$ cat config.mk
export PLATFORM = sky130hd
export DESIGN_NAME = alu_host_intf
export DESIGN_NICKNAME = d
export VERILOG_FILES = /design/src/rtl/alu_pkg.sv /design/src/rtl/alu_intf_timeout.sv /design/src/rtl/alu_host_intf.sv
export SDC_FILE = /design/constraint.sdc
export NUM_CORES = 1
export LEC_CHECK = 0
export ABC_AREA = 1
export BUFFER_PORTS_ARGS = -buffer_cell sky130_fd_sc_hd__clkbuf_2
export CAP_MARGIN = 20
export CORE_ASPECT_RATIO = 1.5
export CORE_MARGIN = 5
export CORE_UTILIZATION = 42
export CTS_CLUSTER_DIAMETER = 30
export CTS_CLUSTER_SIZE = 20
export DETAILED_ROUTE_END_ITERATION = 10
export GPL_TIMING_DRIVEN = 0
export PLACE_DENSITY = 0.72
export SLEW_MARGIN = 20
export SYNTH_ARGS = -nofsm -noshare
export SYNTH_HDL_FRONTEND = slang
export SYNTH_SLANG_ARGS = --single-unit
$ cat constraint.sdc
create_clock -name i_clock -period 1.1 [get_ports i_clock]
set_input_delay 0 -clock i_clock [delete_from_list [all_inputs] [get_ports i_clock]]
set_output_delay 0 -clock i_clock [all_outputs]
set_load 0.01 [all_outputs]
$ cat src/rtl/alu_pkg.sv
// Shared definitions for the ALU host interface.
//   - Default widths of UART bytes / ALU operands and the ALU opcode.
//   - ALU opcode encodings (as seen on the opcode field of a frame).
//   - State encoding of the host-interface sequencer.
package alu_pkg;

  localparam int unsigned ALU_NB_DATA      = 8;
  localparam int unsigned ALU_NB_OPERATION = 6;

  localparam logic [ALU_NB_OPERATION-1:0] ADD = 6'b100000;
  localparam logic [ALU_NB_OPERATION-1:0] SUB = 6'b100010;
  localparam logic [ALU_NB_OPERATION-1:0] AND = 6'b100100;
  localparam logic [ALU_NB_OPERATION-1:0] OR  = 6'b100101;
  localparam logic [ALU_NB_OPERATION-1:0] XOR = 6'b100110;
  localparam logic [ALU_NB_OPERATION-1:0] SRA = 6'b000011;
  localparam logic [ALU_NB_OPERATION-1:0] SRL = 6'b000010;
  localparam logic [ALU_NB_OPERATION-1:0] NOR = 6'b100111;

  typedef enum logic [2:0] {
    StWaitA  = 3'd0,
    StWaitB  = 3'd1,
    StWaitOp = 3'd2,
    StExec   = 3'd3,
    StWaitTx = 3'd4
  } alu_intf_state_e;

endpackage

$ cat src/rtl/alu_intf_timeout.sv
// Inactivity timer for the ALU host interface.
// Ports:
//   i_clock    system clock
//   i_reset    synchronous active-high reset
//   i_clear    clear the count (byte received or sequencer state change)
//   i_count    count enable (sequencer is mid-frame waiting for a byte)
//   o_expired  count has reached TIMEOUT_CYCLES-1 while counting
module alu_intf_timeout #(
  parameter int unsigned TIMEOUT_CYCLES = 1000000
) (
  input  logic i_clock,
  input  logic i_reset,
  input  logic i_clear,
  input  logic i_count,
  output logic o_expired
);

  localparam int unsigned     NB_CNT  = (TIMEOUT_CYCLES > 1) ? $clog2(TIMEOUT_CYCLES) : 1;
  localparam logic [NB_CNT-1:0] CNT_MAX = NB_CNT'(TIMEOUT_CYCLES - 1);

  logic [NB_CNT-1:0] cnt_q, cnt_d;

  always_comb begin
    cnt_d = cnt_q + 1'b1;
    if (i_clear || !i_count) begin
      cnt_d = '0;
    end
  end

  always_ff @(posedge i_clock) begin
    if (i_reset) begin
      cnt_q <= '0;
    end else begin
      cnt_q <= cnt_d;
    end
  end

  assign o_expired = i_count && (cnt_q == CNT_MAX);

endmodule

$ cat src/rtl/alu_host_intf.sv
// ALU host interface: collects operand A, operand B and opcode bytes from the
// UART receiver, drives them onto the ALU, captures the ALU result one cycle
// later and starts a UART transmission of it.
// Optional feature macro: ALU_INTF_TIMEOUT_EN (abandon a partial frame after
// TIMEOUT_CYCLES idle clocks in WAIT_B / WAIT_OP).
// Ports:
//   i_clock, i_reset      clock, synchronous active-high reset
//   i_rx_data, i_rx_done  received byte and its single-cycle strobe
//   i_alu_result          combinational ALU result
//   i_tx_done             transmitter finished strobe
//   o_data_a, o_data_b    ALU operands
//   o_op                  ALU opcode (low bits of the opcode byte)
//   o_tx_data, o_tx_start byte to transmit and its start pulse
//   o_busy                high while executing or transmitting
module alu_host_intf
  import alu_pkg::*;
#(
  parameter int unsigned NB_DATA        = ALU_NB_DATA,
  parameter int unsigned NB_OPERATION   = ALU_NB_OPERATION,
  parameter int unsigned TIMEOUT_CYCLES = 1000000
) (
  input  logic                    i_clock,
  input  logic                    i_reset,
  input  logic [NB_DATA-1:0]      i_rx_data,
  input  logic                    i_rx_done,
  input  logic [NB_DATA-1:0]      i_alu_result,
  input  logic                    i_tx_done,
  output logic [NB_DATA-1:0]      o_data_a,
  output logic [NB_DATA-1:0]      o_data_b,
  output logic [NB_OPERATION-1:0] o_op,
  output logic [NB_DATA-1:0]      o_tx_data,
  output logic                    o_tx_start,
  output logic                    o_busy
);

  alu_intf_state_e         state_q, state_d;
  logic [NB_DATA-1:0]      data_a_q, data_a_d;
  logic [NB_DATA-1:0]      data_b_q, data_b_d;
  logic [NB_OPERATION-1:0] op_q, op_d;
  logic [NB_DATA-1:0]      tx_data_q, tx_data_d;
  logic                    tx_start_q, tx_start_d;
  logic                    timeout;

`ifdef ALU_INTF_TIMEOUT_EN
  alu_intf_timeout #(
    .TIMEOUT_CYCLES (TIMEOUT_CYCLES)
  ) u_timeout (
    .i_clock   (i_clock),
    .i_reset   (i_reset),
    .i_clear   (i_rx_done || (state_d != state_q)),
    .i_count   ((state_q == StWaitB) || (state_q == StWaitOp)),
    .o_expired (timeout)
  );
`else
  logic unused_timeout_cfg;
  assign unused_timeout_cfg = ^TIMEOUT_CYCLES;
  assign timeout = 1'b0;
`endif

  always_comb begin
    state_d    = state_q;
    data_a_d   = data_a_q;
    data_b_d   = data_b_q;
    op_d       = op_q;
    tx_data_d  = tx_data_q;
    tx_start_d = 1'b0;
    unique case (state_q)
      StWaitA: begin
        if (i_rx_done) begin
          data_a_d = i_rx_data;
          state_d  = StWaitB;
        end
      end
      StWaitB: begin
        if (i_rx_done) begin
          data_b_d = i_rx_data;
          state_d  = StWaitOp;
        end
      end
      StWaitOp: begin
        if (i_rx_done) begin
          op_d    = i_rx_data[NB_OPERATION-1:0];
          state_d = StExec;
        end
      end
      StExec: begin
        // ALU inputs have been stable for a full cycle; result is settled.
        tx_data_d  = i_alu_result;
        tx_start_d = 1'b1;
        state_d    = StWaitTx;
      end
      StWaitTx: begin
        // tx_start_q marks the first WAIT_TX cycle, where tx_done is stale.
        if (i_tx_done && !tx_start_q) begin
          state_d = StWaitA;
        end
      end
      default: state_d = StWaitA;
    endcase
    // Only asserted in WAIT_B / WAIT_OP; operand registers keep their values.
    if (timeout) begin
      state_d = StWaitA;
    end
  end

  always_ff @(posedge i_clock) begin
    if (i_reset) begin
      state_q    <= StWaitA;
      data_a_q   <= '0;
      data_b_q   <= '0;
      op_q       <= '0;
      tx_data_q  <= '0;
      tx_start_q <= 1'b0;
    end else begin
      state_q    <= state_d;
      data_a_q   <= data_a_d;
      data_b_q   <= data_b_d;
      op_q       <= op_d;
      tx_data_q  <= tx_data_d;
      tx_start_q <= tx_start_d;
    end
  end

  assign o_data_a   = data_a_q;
  assign o_data_b   = data_b_q;
  assign o_op       = op_q;
  assign o_tx_data  = tx_data_q;
  assign o_tx_start = tx_start_q;
  assign o_busy     = (state_q == StExec) || (state_q == StWaitTx);

endmodule

==> metrics.yaml <==
status:
  outcome: "complete, but fails checks"
  failed_checks: "setup timing"
synthesis:
  mappedNetlistNets: 186
  synth_area_per_cell_sq_um: 7.82
  synth_flop_cell: "dfxtp_1"
  synthDominantAreaCellType: "dfxtp_1"
  post_synthesis_sequential_element_count: 34
  synth.most_common_cell: "nand2_1"
  synth.lib_cells_used.distinct: 13
  synth_top_cell_area_share: 0.524
  synthTopCellsByCount: "nand2_1 (53), dfxtp_1 (34), a21oi_1 (33)"
  synth_enable_flop_cells: 0
  syn-instance-count: 166
  syn-cell-area_sq_um: 1300
  synth.yosys.seq_area_share: 0.524
  ys_warn_count: 0
  synth_area_leaders: "dfxtp_1 (52%), nand2_1 (15%), a21oi_1 (13%), nand4_1 (7.2%), nand3_1 (3.5%)"
  synth-async-reset-ratio: 0
place:
  dp_slack_ns: -0.129
  port_buffers: 49
  instance_count_after_placement_with_tap_cells_included: 254
  globalplace.congestion: 0.789
  detailed_place_hpwl_mm: 2.50
cts:
  clock_insertion_delay_worst_skew_ns: 0.28
  ctsHtreeMaxLevel: 2
  cts_root_buf: "clkbuf_8"
  tritoncts_clock_tree: "yes"
  number_of_buffers_created_by_cts: 5
  clock_path_buffers: 2
  clock_transition_time_at_the_flip_flop_clock_pins_of_the_worst_setup_and_hold_paths_ns: 0.07
  clock_sink_count: 34
floorplanning:
  die-area_sq_um: 4330
  floorplan.rows: 24
  floorplan.io_pins: 52
  core_area_sq_um: 2940
  die_y_microns: 78.1
  initial_utilization: 0.441
  die_w_microns: 55.4
power:
  design_power_w: 0.00302
  p_leak_nw: 0.869
  power_density_nw_per_um2: 1470
  ir_drop_uv: 1310
critical_path:
  critPathTopFamily: "flip-flops"
  crit_end: "state_q[0]"
  critPathMaxStageDelay_ns: 0.36
  crit-reg2reg-capture: "state_q[0]"
  cp-end-kind: "flop"
  reg2reg_depth: 7
  setup.worst_path.start: "state_q[1]"
  rrSetupSlack_ns: -0.02
  cp-start-kind: "flop"
  timing.critical_path.arrival_ns: 1.26
  cp_slowest_cell: "dfxtp_2"
  worstPathRequired_ns: 1.24
  timing.critical_path.fanout_max: 9
  cp_cell_sequence: "buf_6, buf_6, nand2_1, nand2_2, nand2_2, nand3_2, a21oi_2"
  path_class: "flop to flop"
  worst_r2r_startpoint: "state_q[1]"
  cp.buffers_inverters: 2
  depth_of_the_critical_timing_path_with_buffers_and_inverters_included: 7
detailed_routing:
  drt-initial-drc-count: 37
  drc_errors: 0
  post_drt_wl_per_cell_microns: 13.2
  routed_wirelength_mm: 3.78
  detailroute.via_count: 1426
  drt_first_pass_iters: 5
  routed_via_density: 4.97
  drtAntennaViolNets: 0
cells_and_area:
  drive_gt1_frac: 0.387
  post_layout_nonfiller_instances: 287
  num-fill-cells: 250
  utilization: 0.698
  register_area_sq_um: 689
  layout.nets: 267
  area_growth_pct: 58.1
  multi_input_comb_area_sq_um: 616
  antenna-diode-count: 0
grt:
  grt_start_max_net_pins: 11
  globalRouteOverflowTotal: 0
  global_route_wire_length_before_repair_mm: 6.40
  antenna_violations_before_repair: 0
  grt_usage: 0.180
  first_global_vias: 1376
timing:
  timing.final.crit_share: 1.01
  timing.clock.skew_ns: 0.00943
  relative_slew_slack: 0.627
  setup_viol: 2
  whs_ns: 0.0205
  slew_violations: 0
  min_period_ns: 1.12
  final.setup.worst_slack_ns: -0.0156
  final_hold_viol_count: 0
  worstMarginPinSlew_ns: 0.559
  fmaxAchievable_ghz: 0.896
  rsz0062_at_grt: "true"
run:
  cap_violations: 0
hold_path:
  min-delay-path-class: "input port to flop"
state kept, by name (all words and copies together) (netlist names):
signal / cells
o_data_a: 8
state_q: 3
o_tx_data: 8
o_data_b: 8
o_op: 6
o_tx_start: 1
routing by layer:
metal / vias to the layer above / part of all wire / GRT usage / wire [microns]
li1: 719 / - / - / -
met1: 643 / 0.38 / 0.192 / 1440
met2: 53 / 0.52 / 0.320 / 1960
met3: 11 / 0.072 / 0.0657 / 272
met4: 0 / 0.027 / 0.0730 / 103
met5: - / 0 / 0 / 0
report_power, final:
group	internal, W	switching, W	leakage, nW
Combinational	0.000266	0.000308	0.539
Clock	0.000677	0.000428	0.0524
Sequential	0.00129	0.0000468	0.278
stage by stage:
stage,TNS [ns],area [sq um]
floorplan,0,1300
global placement,-2.04,1590
detailed placement,-2.12,1590
CTS,-0.00828,1950
global route,-0.563,2050
finish,-0.0173,2050
cell families after synthesis:
group                  share of synthesized area
AO/OA/AOI/OAI                              0.127
AND/OR/NAND/NOR                            0.277
buffers and inverters                     0.0713
flip-flops                                 0.524
placed cells by master (no fill, tap or decap), types with 3 or more instances in the layout:
cell,count
a21oi_1,29
a21oi_2,4
buf_4,10
buf_6,8
clkbuf_1,6
clkbuf_2,48
clkbuf_8,5
dfxtp_1,31
dlygate4sd3_1,14
inv_1,3
inv_2,3
nand2_1,49
nand2_2,4
nand3_2,4
nand3_4,3
nand4_1,15
how the worst min path moves through the flow:
| stage | startpoint | end | slack, ns | cells past startpoint |
|---|---|---|---|---|
| 6_report | i_rx_done | o_data_a[2] | 0.02 | 3 |
| 5_1_grt | i_rx_data[1] | o_data_b[1] | 0.02 | 3 |
| 4_1_cts | i_rx_data[2] | o_data_b[2] | 0.01 | 3 |
| 3_5_place_dp | i_alu_result[4] | o_tx_data[4] | 0.24 | 3 |
| 3_3_place_gp | i_alu_result[4] | o_tx_data[4] | 0.23 | 3 |
| 2_1_floorplan | i_alu_result[0] | o_tx_data[0] | 0.14 | 2 |
worst min-delay path, stage by stage:
cell and delay [ns]:
buf_6 0.12, nand4_1 0.08, a21oi_1 0.05
repair_timing:
item                                    in CTS  in global routing
endpoints found under the setup margin      33                 30
hold buffers                                14                  0
pin swaps                                    4                 16
gates resized for setup                     17                 23
endpoints found under the hold margin       15                  0
setup buffers                                8                  2
cloned                                       0                  1
final cells by class:
| type | count | area share |
|---|---|---|
| flip-flops and latches | 34 | 0.336 |
| multi-input cells | 114 | 0.300 |
| repair buffers | 74 | 0.235 |
| plain buffers | 11 | 0.0402 |
| clock buffers | 7 | 0.0372 |
| well taps | 39 | 0.0238 |
| clock inverters | 1 | 0.0146 |
| inverters | 7 | 0.0140 |
Power figures use the tool's default switching activity.
